## config.mk

```make
export PLATFORM = sky130hd
export DESIGN_NAME = pixel_word_packer_flat
export DESIGN_NICKNAME = d
export VERILOG_FILES = /design/src/rtl/pixel_word_packer_pkg.sv /design/src/rtl/pixel_word_packer_if.sv /design/src/rtl/pixel_word_packer_shift32.sv /design/src/rtl/pixel_word_packer.sv /design/src/flat_wrapper.sv
export SDC_FILE = /design/constraint.sdc
export NUM_CORES = 1
export LEC_CHECK = 0
export BUFFER_PORTS_ARGS = -buffer_cell sky130_fd_sc_hd__buf_2
export CORE_ASPECT_RATIO = 1.75
export CORE_UTILIZATION = 36
export CTS_CLUSTER_SIZE = 28
export DETAILED_ROUTE_END_ITERATION = 8
export PLACE_DENSITY = 0.52
export SLEW_MARGIN = 20
export SYNTH_ARGS = -nofsm -noshare
export SYNTH_HDL_FRONTEND = slang
export SYNTH_SLANG_ARGS = --single-unit
```

## constraint.sdc

```tcl
create_clock -name CLK -period 1.9 [get_ports CLK]
set_input_delay 0.38 -clock CLK [delete_from_list [all_inputs] [get_ports CLK]]
set_output_delay 0.38 -clock CLK [all_outputs]
set_load 0.01 [all_outputs]
```

## src/rtl/pixel_word_packer_pkg.sv

```systemverilog
// pixel_word_packer_pkg
// Shared types and constants for the pixel word packer: FSM state encoding,
// the packed word width and the default frame geometry.
package pixel_word_packer_pkg;

    // Width of one packed output word, in pixels.
    localparam int WORD_W = 32;

    // Default frame geometry.
    localparam int DEF_ROWS_PER_FRAME = 32;
    localparam int DEF_MAX_WORDS      = 4;

    // Packer control states.
    typedef enum logic [1:0] {
        ST_IDLE = 2'd0,   // waiting for the first SOF
        ST_PACK = 2'd1,   // accepting pixels into words
        ST_DONE = 2'd2    // frame complete, waiting for the next SOF
    } state_t;

    // Index width that never collapses to zero bits for tiny parameters.
    function automatic int clog2_min1(input int value);
        return (value <= 2) ? 1 : $clog2(value);
    endfunction

endpackage

```

## src/rtl/pixel_word_packer_if.sv

```systemverilog
// pixel_word_packer_if
// Groups the pixel stream inputs and the packed word outputs of the packer.
// The master modport is the pixel source / word consumer side, the slave
// modport is the packer itself.
interface pixel_word_packer_if
    import pixel_word_packer_pkg::*;
#(
    parameter int ROWS_PER_FRAME = DEF_ROWS_PER_FRAME,
    parameter int MAX_WORDS      = DEF_MAX_WORDS
) ();

    localparam int IDX_W = clog2_min1(MAX_WORDS);
    localparam int ROW_W = clog2_min1(ROWS_PER_FRAME);

    // Pixel stream towards the packer
    logic              SOF;
    logic              PIX_VALID;
    logic              PIX_BIT;
    logic              EOL;

    // Packed words and status from the packer
    logic [WORD_W-1:0] WORD;
    logic              WORD_CE;
    logic [IDX_W-1:0]  WORD_IDX;
    logic [ROW_W-1:0]  ROW_IDX;
    logic              ROW_DONE;
    logic              FRAME_DONE;
    logic              OVF;

    modport master (
        output SOF, PIX_VALID, PIX_BIT, EOL,
        input  WORD, WORD_CE, WORD_IDX, ROW_IDX, ROW_DONE, FRAME_DONE, OVF
    );

    modport slave (
        input  SOF, PIX_VALID, PIX_BIT, EOL,
        output WORD, WORD_CE, WORD_IDX, ROW_IDX, ROW_DONE, FRAME_DONE, OVF
    );

endinterface

```

## src/rtl/pixel_word_packer_shift32.sv

```systemverilog
// pixel_shift32
// 32-bit MSB-first pixel register. The incoming pixel is written at the bit
// addressed by the current bit count (count 0 -> bit 31), so a partially
// filled word is already left-aligned with zeros in the unused low bits.
// The merged output shows the register with the current pixel already
// applied, letting the owner capture a word in the same cycle as its last
// pixel. clear empties the register and takes priority over load.
module pixel_shift32
    import pixel_word_packer_pkg::*;
(
    input  logic              CLK,
    input  logic              RST_N,
    input  logic              clear,
    input  logic              load,
    input  logic              bit_in,
    input  logic [4:0]        count,
    output logic [WORD_W-1:0] merged
);

    genvar gi;
    generate
        for (gi = 0; gi < WORD_W; gi++) begin : g_bit
            // Bit position that the gi-th register bit corresponds to.
            localparam logic [4:0] POS = 5'(WORD_W - 1 - gi);

            logic bit_reg;
            logic bit_next;

            // Overlay the incoming pixel when the count addresses this bit.
            always_comb begin
                bit_next = bit_reg;
                if (load && (count == POS)) begin
                    bit_next = bit_in;
                end
            end

            assign merged[gi] = bit_next;

            // Hold, load or clear the bit.
            always_ff @(posedge CLK or negedge RST_N) begin
                if (!RST_N) begin
                    bit_reg <= 1'b0;
                end else if (clear) begin
                    bit_reg <= 1'b0;
                end else begin
                    bit_reg <= bit_next;
                end
            end
        end
    endgenerate

endmodule

```

## src/rtl/pixel_word_packer.sv

```systemverilog
// pixel_word_packer
// Packs a binarized pixel stream into 32-bit MSB-first words per row,
// tracks row/frame progress and flags rows that exceed MAX_WORDS words.
// Build option: define PIXEL_WORD_PACKER_INVERT_EN to invert PIX_BIT before
// packing (sources where ink is 0); padding bits remain 0 either way.
module pixel_word_packer
    import pixel_word_packer_pkg::*;
#(
    parameter int ROWS_PER_FRAME = DEF_ROWS_PER_FRAME,
    parameter int MAX_WORDS      = DEF_MAX_WORDS
) (
    input  logic               CLK,
    input  logic               RST_N,
    pixel_word_packer_if.slave bus
);

    localparam int IDX_W = clog2_min1(MAX_WORDS);
    localparam int ROW_W = clog2_min1(ROWS_PER_FRAME);
    // Word counter must be able to reach MAX_WORDS itself (overflow marker).
    localparam int CNT_W = clog2_min1(MAX_WORDS + 1);

    localparam logic [CNT_W-1:0] WORD_LIMIT = CNT_W'(MAX_WORDS);
    localparam logic [ROW_W-1:0] LAST_ROW   = ROW_W'(ROWS_PER_FRAME - 1);

    // Registered state
    state_t             state_reg;
    logic [4:0]         bit_cnt_reg;
    logic [CNT_W-1:0]   word_cnt_reg;
    logic [ROW_W-1:0]   row_idx_reg;
    logic [WORD_W-1:0]  word_reg;
    logic               word_ce_reg;
    logic [IDX_W-1:0]   word_idx_reg;
    logic               row_done_reg;
    logic               frame_done_reg;
    logic               ovf_reg;

    // Per-cycle decode
    logic               pix_eff;
    logic               in_pack;
    logic               sof_act;
    logic               eol_act;
    logic               pix_act;
    logic               accept;
    logic               drop;
    logic               full;
    logic               pending;
    logic               emit;
    logic               shift_clear;
    logic [WORD_W-1:0]  merged;

`ifdef PIXEL_WORD_PACKER_INVERT_EN
    assign pix_eff = ~bus.PIX_BIT;
`else
    assign pix_eff = bus.PIX_BIT;
`endif

    // Decode this cycle's inputs against the current state; SOF overrides
    // any pixel or EOL presented alongside it.
    always_comb begin
        in_pack     = (state_reg == ST_PACK);
        sof_act     = bus.SOF;
        eol_act     = in_pack && bus.EOL && !bus.SOF;
        pix_act     = in_pack && bus.PIX_VALID && !bus.SOF;
        accept      = pix_act && (word_cnt_reg < WORD_LIMIT);
        drop        = pix_act && (word_cnt_reg >= WORD_LIMIT);
        full        = accept && (bit_cnt_reg == 5'd31);
        pending     = accept || (bit_cnt_reg != 5'd0);
        emit        = full || (eol_act && pending);
        shift_clear = sof_act || emit || eol_act;
    end

    pixel_shift32 u_shift (
        .CLK    (CLK),
        .RST_N  (RST_N),
        .clear  (shift_clear),
        .load   (accept),
        .bit_in (pix_eff),
        .count  (bit_cnt_reg),
        .merged (merged)
    );

    // Control FSM, counters and registered outputs.
    always_ff @(posedge CLK or negedge RST_N) begin
        if (!RST_N) begin
            state_reg      <= ST_IDLE;
            bit_cnt_reg    <= 5'd0;
            word_cnt_reg   <= '0;
            row_idx_reg    <= '0;
            word_reg       <= '0;
            word_ce_reg    <= 1'b0;
            word_idx_reg   <= '0;
            row_done_reg   <= 1'b0;
            frame_done_reg <= 1'b0;
            ovf_reg        <= 1'b0;
        end else begin
            word_ce_reg  <= emit;
            row_done_reg <= 1'b0;

            // WORD only changes when a new word is strobed out.
            if (emit) begin
                word_reg     <= merged;
                word_idx_reg <= word_cnt_reg[IDX_W-1:0];
            end

            if (sof_act) begin
                state_reg      <= ST_PACK;
                bit_cnt_reg    <= 5'd0;
                word_cnt_reg   <= '0;
                row_idx_reg    <= '0;
                ovf_reg        <= 1'b0;
                frame_done_reg <= 1'b0;
            end else begin
                case (state_reg)
                    ST_IDLE: begin
                        // Pixels and EOL ignored until SOF.
                    end
                    ST_PACK: begin
                        if (drop) begin
                            ovf_reg <= 1'b1;
                        end
                        if (eol_act) begin
                            bit_cnt_reg  <= 5'd0;
                            word_cnt_reg <= '0;
                            row_done_reg <= 1'b1;
                            if (row_idx_reg == LAST_ROW) begin
                                row_idx_reg    <= '0;
                                frame_done_reg <= 1'b1;
                                state_reg      <= ST_DONE;
                            end else begin
                                row_idx_reg <= row_idx_reg + 1'b1;
                            end
                        end else if (accept) begin
                            // 31 -> 0 wrap marks a completed word.
                            bit_cnt_reg <= bit_cnt_reg + 5'd1;
                            if (full) begin
                                word_cnt_reg <= word_cnt_reg + 1'b1;
                            end
                        end
                    end
                    ST_DONE: begin
                        // Frame finished; hold until SOF.
                    end
                    default: begin
                        state_reg <= ST_IDLE;
                    end
                endcase
            end
        end
    end

    assign bus.WORD       = word_reg;
    assign bus.WORD_CE    = word_ce_reg;
    assign bus.WORD_IDX   = word_idx_reg;
    assign bus.ROW_IDX    = row_idx_reg;
    assign bus.ROW_DONE   = row_done_reg;
    assign bus.FRAME_DONE = frame_done_reg;
    assign bus.OVF        = ovf_reg;

endmodule

```

## src/flat_wrapper.sv

```systemverilog
// flat-port wrapper written by rule: the top's interface ports become plain ports
module pixel_word_packer_flat import pixel_word_packer_pkg::*;
#(
    parameter int ROWS_PER_FRAME = DEF_ROWS_PER_FRAME,
    parameter int MAX_WORDS      = DEF_MAX_WORDS
)
  (CLK, RST_N, bus_SOF, bus_PIX_VALID, bus_PIX_BIT, bus_EOL, bus_WORD, bus_WORD_CE, bus_WORD_IDX, bus_ROW_IDX, bus_ROW_DONE, bus_FRAME_DONE, bus_OVF);
  pixel_word_packer_if #(.ROWS_PER_FRAME(ROWS_PER_FRAME), .MAX_WORDS(MAX_WORDS)) bus_i ();
  input  logic CLK;
  input  logic RST_N;
  input wire logic [$bits(bus_i.SOF)-1:0] bus_SOF;
  input wire logic [$bits(bus_i.PIX_VALID)-1:0] bus_PIX_VALID;
  input wire logic [$bits(bus_i.PIX_BIT)-1:0] bus_PIX_BIT;
  input wire logic [$bits(bus_i.EOL)-1:0] bus_EOL;
  output wire logic [$bits(bus_i.WORD)-1:0] bus_WORD;
  output wire logic [$bits(bus_i.WORD_CE)-1:0] bus_WORD_CE;
  output wire logic [$bits(bus_i.WORD_IDX)-1:0] bus_WORD_IDX;
  output wire logic [$bits(bus_i.ROW_IDX)-1:0] bus_ROW_IDX;
  output wire logic [$bits(bus_i.ROW_DONE)-1:0] bus_ROW_DONE;
  output wire logic [$bits(bus_i.FRAME_DONE)-1:0] bus_FRAME_DONE;
  output wire logic [$bits(bus_i.OVF)-1:0] bus_OVF;
  assign bus_i.SOF = bus_SOF;
  assign bus_i.PIX_VALID = bus_PIX_VALID;
  assign bus_i.PIX_BIT = bus_PIX_BIT;
  assign bus_i.EOL = bus_EOL;
  assign bus_WORD = bus_i.WORD;
  assign bus_WORD_CE = bus_i.WORD_CE;
  assign bus_WORD_IDX = bus_i.WORD_IDX;
  assign bus_ROW_IDX = bus_i.ROW_IDX;
  assign bus_ROW_DONE = bus_i.ROW_DONE;
  assign bus_FRAME_DONE = bus_i.FRAME_DONE;
  assign bus_OVF = bus_i.OVF;
  pixel_word_packer #(.ROWS_PER_FRAME(ROWS_PER_FRAME), .MAX_WORDS(MAX_WORDS)) u_core (.CLK(CLK), .RST_N(RST_N), .bus(bus_i));
endmodule
```

==> out/metrics.csv, run 1 <==
metric,value,unit
cts_sinks,85,
drt-initial-drc-count,112,
r2r_cells,8,
period_minus_slack,1.91,ns
yosysUniqueCellTypes,45,
final_max_slew_viol_count,0,
hold_violations,0,
nets,465,
place.gp.congestion,0.811,
route.detailed.drc,0,
syn_nets,373,
yosys_warnings,0,
yosys_most_used_dff,dfrtp_1,
postRouteAntennaNets,0,
worstReg2RegStart,u_core.bit_cnt_reg[1],
crit_start,u_core.bit_cnt_reg[1],
final_util,48.4,%
wl_per_cell,15.5,um
cp_data_required_time,2.11,ns
synth-edff-count,0,
dieArea,11600,um2
leakage,2.59,nW
p_sw,0.000920,W
seq_area_frac_synth,52.9,%
core_area,10800,um2
pwr-share-comb,9.1,%
syn_area_per_cell,11.2,um2
grt_overflow,0,
rsz0062_at_grt,true,
final_common_cell,dfrtp_1,
tightest_slew,0.599,ns
maxSlewHeadroom,60.1,%
grt_pass1_wl,14.5,mm
max_freq,0.522,GHz
portBuffers,48,
cellPowerDensity,736,nW/um2
die_x,81.9,um
numCtsBuffers,9,
netlist_instances,358,
num_vias,2881,
track_usage,16.7,%
setup_viol,2,
fill_cells,1010,
switching_share,24.0,%
insertedDiodeCount,0,
synth_area,4020,um2
violations,negative setup slack,
areaGrowthSynthToFinish,29.3,%
grt_pass1_vias,2916,
cts_tree,built,
critPathMaxFanout,4,
crit_type,flop to flop,
path_clk_slew,0.06,ns
wl,9.06,mm
cts_root_buffer,clkbuf_16,
ys_seq_elements,85,
layout_common_cells,"dfrtp_1, mux2i_1, buf_2, nor2_1, buf_4",
startpoint_type,flop,
seqPwrFrac,49.1,%
routed_via_density,4.93,
rr_endpoint,u_core.bus.WORD[3],
power.share.clock,41.8,%
dp_hpwl,6.25,mm
h-tree-depth,3,
ios,49,
drv_cap,0,
dpl_cell_area,4680,um2
vdd_ir_drop_max,0.446,mV
clock-skew-final,0.00717,ns
initial_utilization,37.4,%
tns,-0.0273,ns
synthArstFlopShare,100,%
status,finished with violations,
die_y,142,um
power,0.00383,W
r2r_slack,-0.01,ns
firstDrtPassIters,4,
min_period_over_period,101,%
setup_ws,-0.0140,ns
end_kind,flop,
clk_path_buf_depth,2,
grt_start_max_net_pins,45,
grt_antenna_before_repair,0,
multi_input_area,1770,um2
drive_gt1_share,32.2,%
final_area,5200,um2
p_int,0.00291,W
setup.worst_path.end,u_core.bus.WORD[3],
clk_latency,0.34,ns
row_count,50,
dp_slack,-0.115,ns
arrival,2.12,ns
hp-class,input pin to flop,
seqCellArea,2130,um2
-- worst min path at each step --
stage	endpoint	depth (start not counted)	start	slack, ns
2_1_floorplan	u_core.bit_cnt_reg[0]	0	RST_N	0.08
3_3_place_gp	u_core.bus.WORD[3]	1	RST_N	0.33
3_5_place_dp	u_core.bus.WORD[5]	1	RST_N	0.33
4_1_cts	u_core.word_cnt_reg[0]	3	bus_EOL	0.38
5_1_grt	u_core.word_cnt_reg[0]	3	bus_EOL	0.40
6_report	u_core.word_cnt_reg[0]	3	bus_EOL	0.39
-- power groups by stage --
stage                     Combinational, W  Clock [W]  Sequential, W
after floorplan                   0.000136          0        0.00194
after CTS                         0.000333    0.00166        0.00188
after global routing              0.000385    0.00172        0.00189
after detailed placement          0.000322          0        0.00192
after global placement            0.000317          0        0.00191
final                             0.000348    0.00160        0.00188
-- metrics by stage --
step,std cells,hold slack (ns)
after global routing,584,0.402
final,584,0.390
after CTS,580,0.382
after detailed placement,560,0.326
after global placement,560,0.326
after floorplan,358,0.0844
-- critical path, cell delays in order (launching register included) --
cell	delay, ns
dfrtp_1	0.39
buf_6	0.14
inv_4	0.06
ha_4	0.13
or3b_4	0.41
buf_12	0.15
nor3_4	0.12
mux2i_2	0.27
mux2i_1	0.11
-- area by class of cell --
type                       count  area share, %
clock buffer                  11           4.66
multi-input combinational    219           34.0
clock inverter                 4          0.481
sequential                    85           40.9
inverter                      35           2.67
timing repair buffer         100           14.2
tap                          130           3.13
-- what timing repair did --
action	4_1_cts	5_1_grt
gates cloned	0	1
resized for setup	12	22
endpoints found under the hold margin	24	0
hold buffers	1	0
buffers inserted	4	3
pin swaps	8	5
endpoints found under the setup margin	42	58
-- cell families (layout without fill, tap and decap cells) --
group                    count (synthesis)  in the layout  share of synthesized area (%)
multiplexers                            66             66                           16.5
adder cells (fa/ha/maj)                  9              9                           2.80
buffers and inverters                   54            150                           6.56
XOR/XNOR                                 3              3                          0.653
flip-flops                              85             85                           52.9
AND/OR/NAND/NOR                        125            125                           17.8
AO/OA/AOI/OAI                           16             16                           2.83
-- Yosys cell counts, drive strengths merged (5+ instances only) --
library cell,count,area share [%]
a21oi,5,0.62
buf,16,3.0
dfrtp,85,53
ha,9,2.8
inv,35,3.3
mux2i,62,15
nand2,13,1.3
nand3,23,3.0
nand4,6,0.93
nor2,44,4.2
nor3,10,2.0
-- per-layer routing --
metal / track usage, % / vias to the layer above / share of wire (%) / wire (um)
li1: - / 1400 / - / -
met1: 20.4 / 1410 / 43 / 3890
met3: 3.02 / 18 / 2.6 / 239
met5: 0 / - / 0 / 0
met4: 8.86 / 0 / 2.7 / 248
met2: 27.2 / 53 / 52 / 4680
Note: power is estimated with default switching activity, not from simulation.
==> inputs of run 2 (changes only) <==
Settings changed: MAX_ROUTING_LAYER set to met4.
==> out/metrics.csv, run 2 (synthesis results as in run 1) <==
metric,value,unit
status,finished with violations,
violations,negative setup slack,
route.detailed.drc,0,
period_minus_slack,1.91,ns
cp_data_required_time,2.11,ns
wl_per_cell,15.5,um
path_delay_family,simple AND/OR/NAND/NOR gates,
crit_chain,"buf_6, inv_4, ha_4, or3b_4, buf_12, nor3_4, mux2i_2, mux2i_1",
min_period_over_period,101,%
layout_common_cells,"dfrtp_1, mux2i_1, buf_2, nor2_1, buf_4",
vdd_ir_drop_max,0.441,mV
firstDrtPassIters,4,
die_x,81.9,um
drv_cap,0,
startpoint_type,flop,
cts_root_buffer,clkbuf_16,
insertedDiodeCount,0,
portBuffers,48,
leakage,2.59,nW
nets,465,
dpl_cell_area,4680,um2
clock-skew-final,0.00625,ns
cpPeakStageDelay,0.41,ns
grt_start_max_net_pins,45,
end_kind,flop,
initial_utilization,37.4,%
grt_pass1_wl,14.5,mm
cts_tree,built,
row_count,50,
wl,9.06,mm
place.gp.congestion,0.822,
final_max_slew_viol_count,0,
die_y,142,um
core_area,10800,um2
setup_viol,2,
arrival,2.12,ns
num_vias,2881,
critPathMaxFanout,4,
numCtsBuffers,9,
routed_via_density,4.93,
track_usage,17.2,%
postRouteAntennaNets,0,
maxSlewHeadroom,59.7,%
dp_hpwl,6.25,mm
path_clk_slew,0.06,ns
hold_violations,0,
clk_latency,0.33,ns
grt_antenna_before_repair,0,
rsz0062_at_grt,true,
instances_no_fill,584,
tightest_slew,0.605,ns
final_area,5200,um2
grt_overflow,0,
hp-class,input pin to flop,
grt_pass1_vias,2918,
drive_gt1_share,32.2,%
clk_path_buf_depth,2,
h-tree-depth,3,
crit_path_top_delay_cell,or3b_4,
dp.cells,560,
path_buf_inv,3,
fill_cells,1010,
crit_type,flop to flop,
ios,49,
dieArea,11600,um2
final_common_cell,dfrtp_1,
areaGrowthSynthToFinish,29.3,%
drt-initial-drc-count,104,
cellPowerDensity,735,nW/um2
setup_ws,-0.0130,ns
cts_sinks,85,
max_freq,0.523,GHz
-- run 2: area by class of cell --
cell class | count | area, um2 | share of cell area [%]
multi-input combinational | 219 | 1770 | 34.0
sequential | 85 | 2130 | 40.9
clock buffer | 11 | 243 | 4.66
clock inverter | 4 | 25.0 | 0.481
inverter | 35 | 139 | 2.67
timing repair buffer | 100 | 738 | 14.2
tap | 130 | 163 | 3.13
-- run 2: timing repair --
item,4_1_cts,5_1_grt
gates cloned,0,1
setup endpoints to repair,42,58
pin swaps,8,5
gates resized for setup,12,22
buffers inserted,4,3
endpoints found under the hold margin,24,0
hold buffers,1,0
-- run 2: power breakdown --
| part | switching [W] | internal (W) |
|---|---|---|
| Combinational | 0.000202 | 0.000146 |
| Sequential | 0.0000272 | 0.00186 |
| Clock | 0.000686 | 0.000909 |
-- run 2: final timing paths --
check,start,to,slack [ns],depth (start not counted)
worst max register to register,u_core.bit_cnt_reg[1],u_core.bus.WORD[3],-0.01,8
worst max-delay path,u_core.bit_cnt_reg[1],u_core.bus.WORD[3],-0.01,8
worst min register to register,u_core.bus.ROW_IDX[3],u_core.bus.ROW_IDX[3],0.49,1
worst min-delay path,bus_EOL,u_core.word_cnt_reg[0],0.39,3
min in group asynchronous,RST_N,u_core.bus.WORD[7],0.51,2
max in group asynchronous,RST_N,u_core.bus.FRAME_DONE,0.82,3
-- run 2: worst reg2reg max path: cells and delay by family (launching register included) --
family                   cells  cell delay (ns)
AND/OR/NAND/NOR              2             0.54
flip-flops                   1             0.39
multiplexers                 2             0.38
buffers and inverters        3             0.34
adder cells (fa/ha/maj)      1             0.13
-- run 2: routing by layer --
metal	up-vias	share of wire [%]	global-route usage, %
li1	1397	-	-
met1	1420	42	20.1
met2	47	52	27.4
met3	17	3.2	3.60
met4	0	2.8	8.31
met5	-	0	-
-- run 2: per-stage QoR --
step                setup WS, ns  TNS (ns)  hold WS, ns  power [W]  util [%]
floorplan                 0.0121         0       0.0844    0.00207         -
global placement         -0.0691    -0.451        0.326    0.00223      43.5
detailed placement        -0.115     -2.68        0.326    0.00224      43.5
CTS                      -0.0154   -0.0357        0.382    0.00387      46.9
global route              -0.118     -1.42        0.399    0.00400      48.4
finish                   -0.0130   -0.0235        0.392    0.00383      48.4
==> inputs of run 3 (changes only) <==
Settings changed: CORE_UTILIZATION 36 to 52, PLACE_DENSITY 0.52 to 0.71, SETUP_SLACK_MARGIN set to 0.1.
==> out/metrics.csv, run 3 (synthesis results as in run 1) <==
metric,value,unit
status,finished with violations,
violations,negative setup slack,
grt_pass1_vias,3124,
die_y,118,um
r2r_cells,7,
drv_cap,0,
cts_sinks,85,
drive_gt1_share,42.7,%
dp_slack,-0.282,ns
firstDrtPassIters,4,
die_x,68.5,um
grt_pass1_wl,15.0,mm
cp_data_required_time,2.12,ns
routed_via_density,5.53,
cellPowerDensity,726,nW/um2
clk_latency,0.34,ns
areaGrowthSynthToFinish,37.2,%
row_count,42,
hold_ws,0.0578,ns
numCtsBuffers,9,
leakage,2.58,nW
wl_per_cell,18.1,um
dpl_cell_area,4600,um2
insertedDiodeCount,0,
max_freq,0.511,GHz
portBuffers,48,
startpoint_type,flop,
tns,-0.677,ns
power,0.00401,W
drt-met1-wl,3.77,mm
layout_common_cells,"dfrtp_1, mux2i_1, buf_2, buf_4, inv_1",
tightest_slew,0.564,ns
top_layer_used,met4,
setup_ws,-0.0568,ns
h-tree-depth,3,
num_vias,3015,
final_max_slew_viol_count,0,
path_clk_slew,0.06,ns
ios,49,
final_common_cell,dfrtp_1,
clk_path_buf_depth,2,
grt_antenna_before_repair,0,
arrival,2.18,ns
cts_tree,built,
dp_hpwl,5.82,mm
nets,468,
postRouteAntennaNets,0,
dieArea,8110,um2
track_usage,26.3,%
grt_overflow,0,
maxSlewHeadroom,62.4,%
met2WireLength,5.33,mm
place.gp.congestion,0.894,
rsz0062_at_grt,true,
core_area,7510,um2
min_period_over_period,103,%
period_minus_slack,1.96,ns
met3WireLength,433,um
critPathMaxFanout,7,
route.detailed.drc,0,
cts_root_buffer,clkbuf_16,
crit_type,flop to flop,
rr_endpoint,u_core.bus.WORD[0],
clock-skew-final,0.00806,ns
drt-initial-drc-count,107,
wl,9.86,mm
final_area,5520,um2
worstReg2RegStart,u_core.bit_cnt_reg[0],
r2r_slack,-0.06,ns
hold_violations,0,
initial_utilization,53.5,%
end_kind,flop,
hp-class,input pin to async pin,
vdd_ir_drop_max,0.609,mV
grt_start_max_net_pins,86,
setup_viol,26,
-- run 3: cell count changes in the layout (fill, tap and decap cells not counted), moves of 3 or more --
cell,previous run,this run
nor3_4,8,5
ha_1,7,3
nor2_2,1,12
mux2i_2,5,12
nor2_1,43,14
mux2i_1,57,49
nor3_2,1,4
ha_4,1,4
nor2_4,0,18
-- run 3: metal layers --
metal  track usage, %  up-vias
met4             10.7        0
li1                 -     1405
met1             30.3     1489
met2             42.5       95
met3             6.56       26
met5                -        -
-- run 3: report_power, final --
part	switching, W	leakage, nW	internal, W
registers	0.0000280	1.17	0.00186
clock network	0.000653	0.143	0.00108
logic	0.000228	1.26	0.000159
total	0.000909	2.58	0.00310
-- run 3: timing repair --
item | in CTS | in global routing
cloned | 2 | 3
gates resized for setup | 74 | 39
endpoints found under the setup margin | 67 | 68
pin swaps | 42 | 10
hold buffers | 0 | 0
buffers inserted | 9 | 1
-- run 3: layout make-up --
class / count / area (um2)
Clock buffer: 14 / 264
Clock inverter: 1 / 30.0
Fill cell: 475 / 2000
Inverter: 35 / 141
Multi-Input combinational cell: 219 / 2030
Sequential cell: 85 / 2130
Tap cell: 88 / 110
Timing Repair Buffer: 103 / 820
-- run 3: stage by stage --
step,cells,utilization (%)
floorplan,358,-
global placement,515,61.2
detailed placement,515,61.2
CTS,541,70.2
global route,545,73.4
finish,545,73.4
-- run 3: worst max-delay path by stage --
| stage | slack (ns) | cells past startpoint | to | start |
|---|---|---|---|---|
| after floorplan | 0.10 | 8 | u_core.bus.WORD_IDX[0] | u_core.bit_cnt_reg[3] |
| after global placement | -0.15 | 7 | u_core.bus.WORD[7] | u_core.bit_cnt_reg[0] |
| after detailed placement | -0.28 | 7 | u_core.bus.WORD[8] | u_core.bit_cnt_reg[0] |
| after CTS | 0.004 | 7 | u_core.u_shift.g_bit[24].bit_reg | u_core.bit_cnt_reg[1] |
| after global routing | -0.11 | 7 | u_core.bus.WORD[14] | u_core.bit_cnt_reg[1] |
| final | -0.06 | 7 | u_core.bus.WORD[0] | u_core.bit_cnt_reg[0] |
-- run 3: critical path: stages (launching register included) --
cell	delay, ns
dfrtp_1	0.38
ha_2	0.21
and3_4	0.19
ha_4	0.14
a32oi_4	0.11
a41oi_4	0.28
buf_12	0.20
mux2_2	0.33
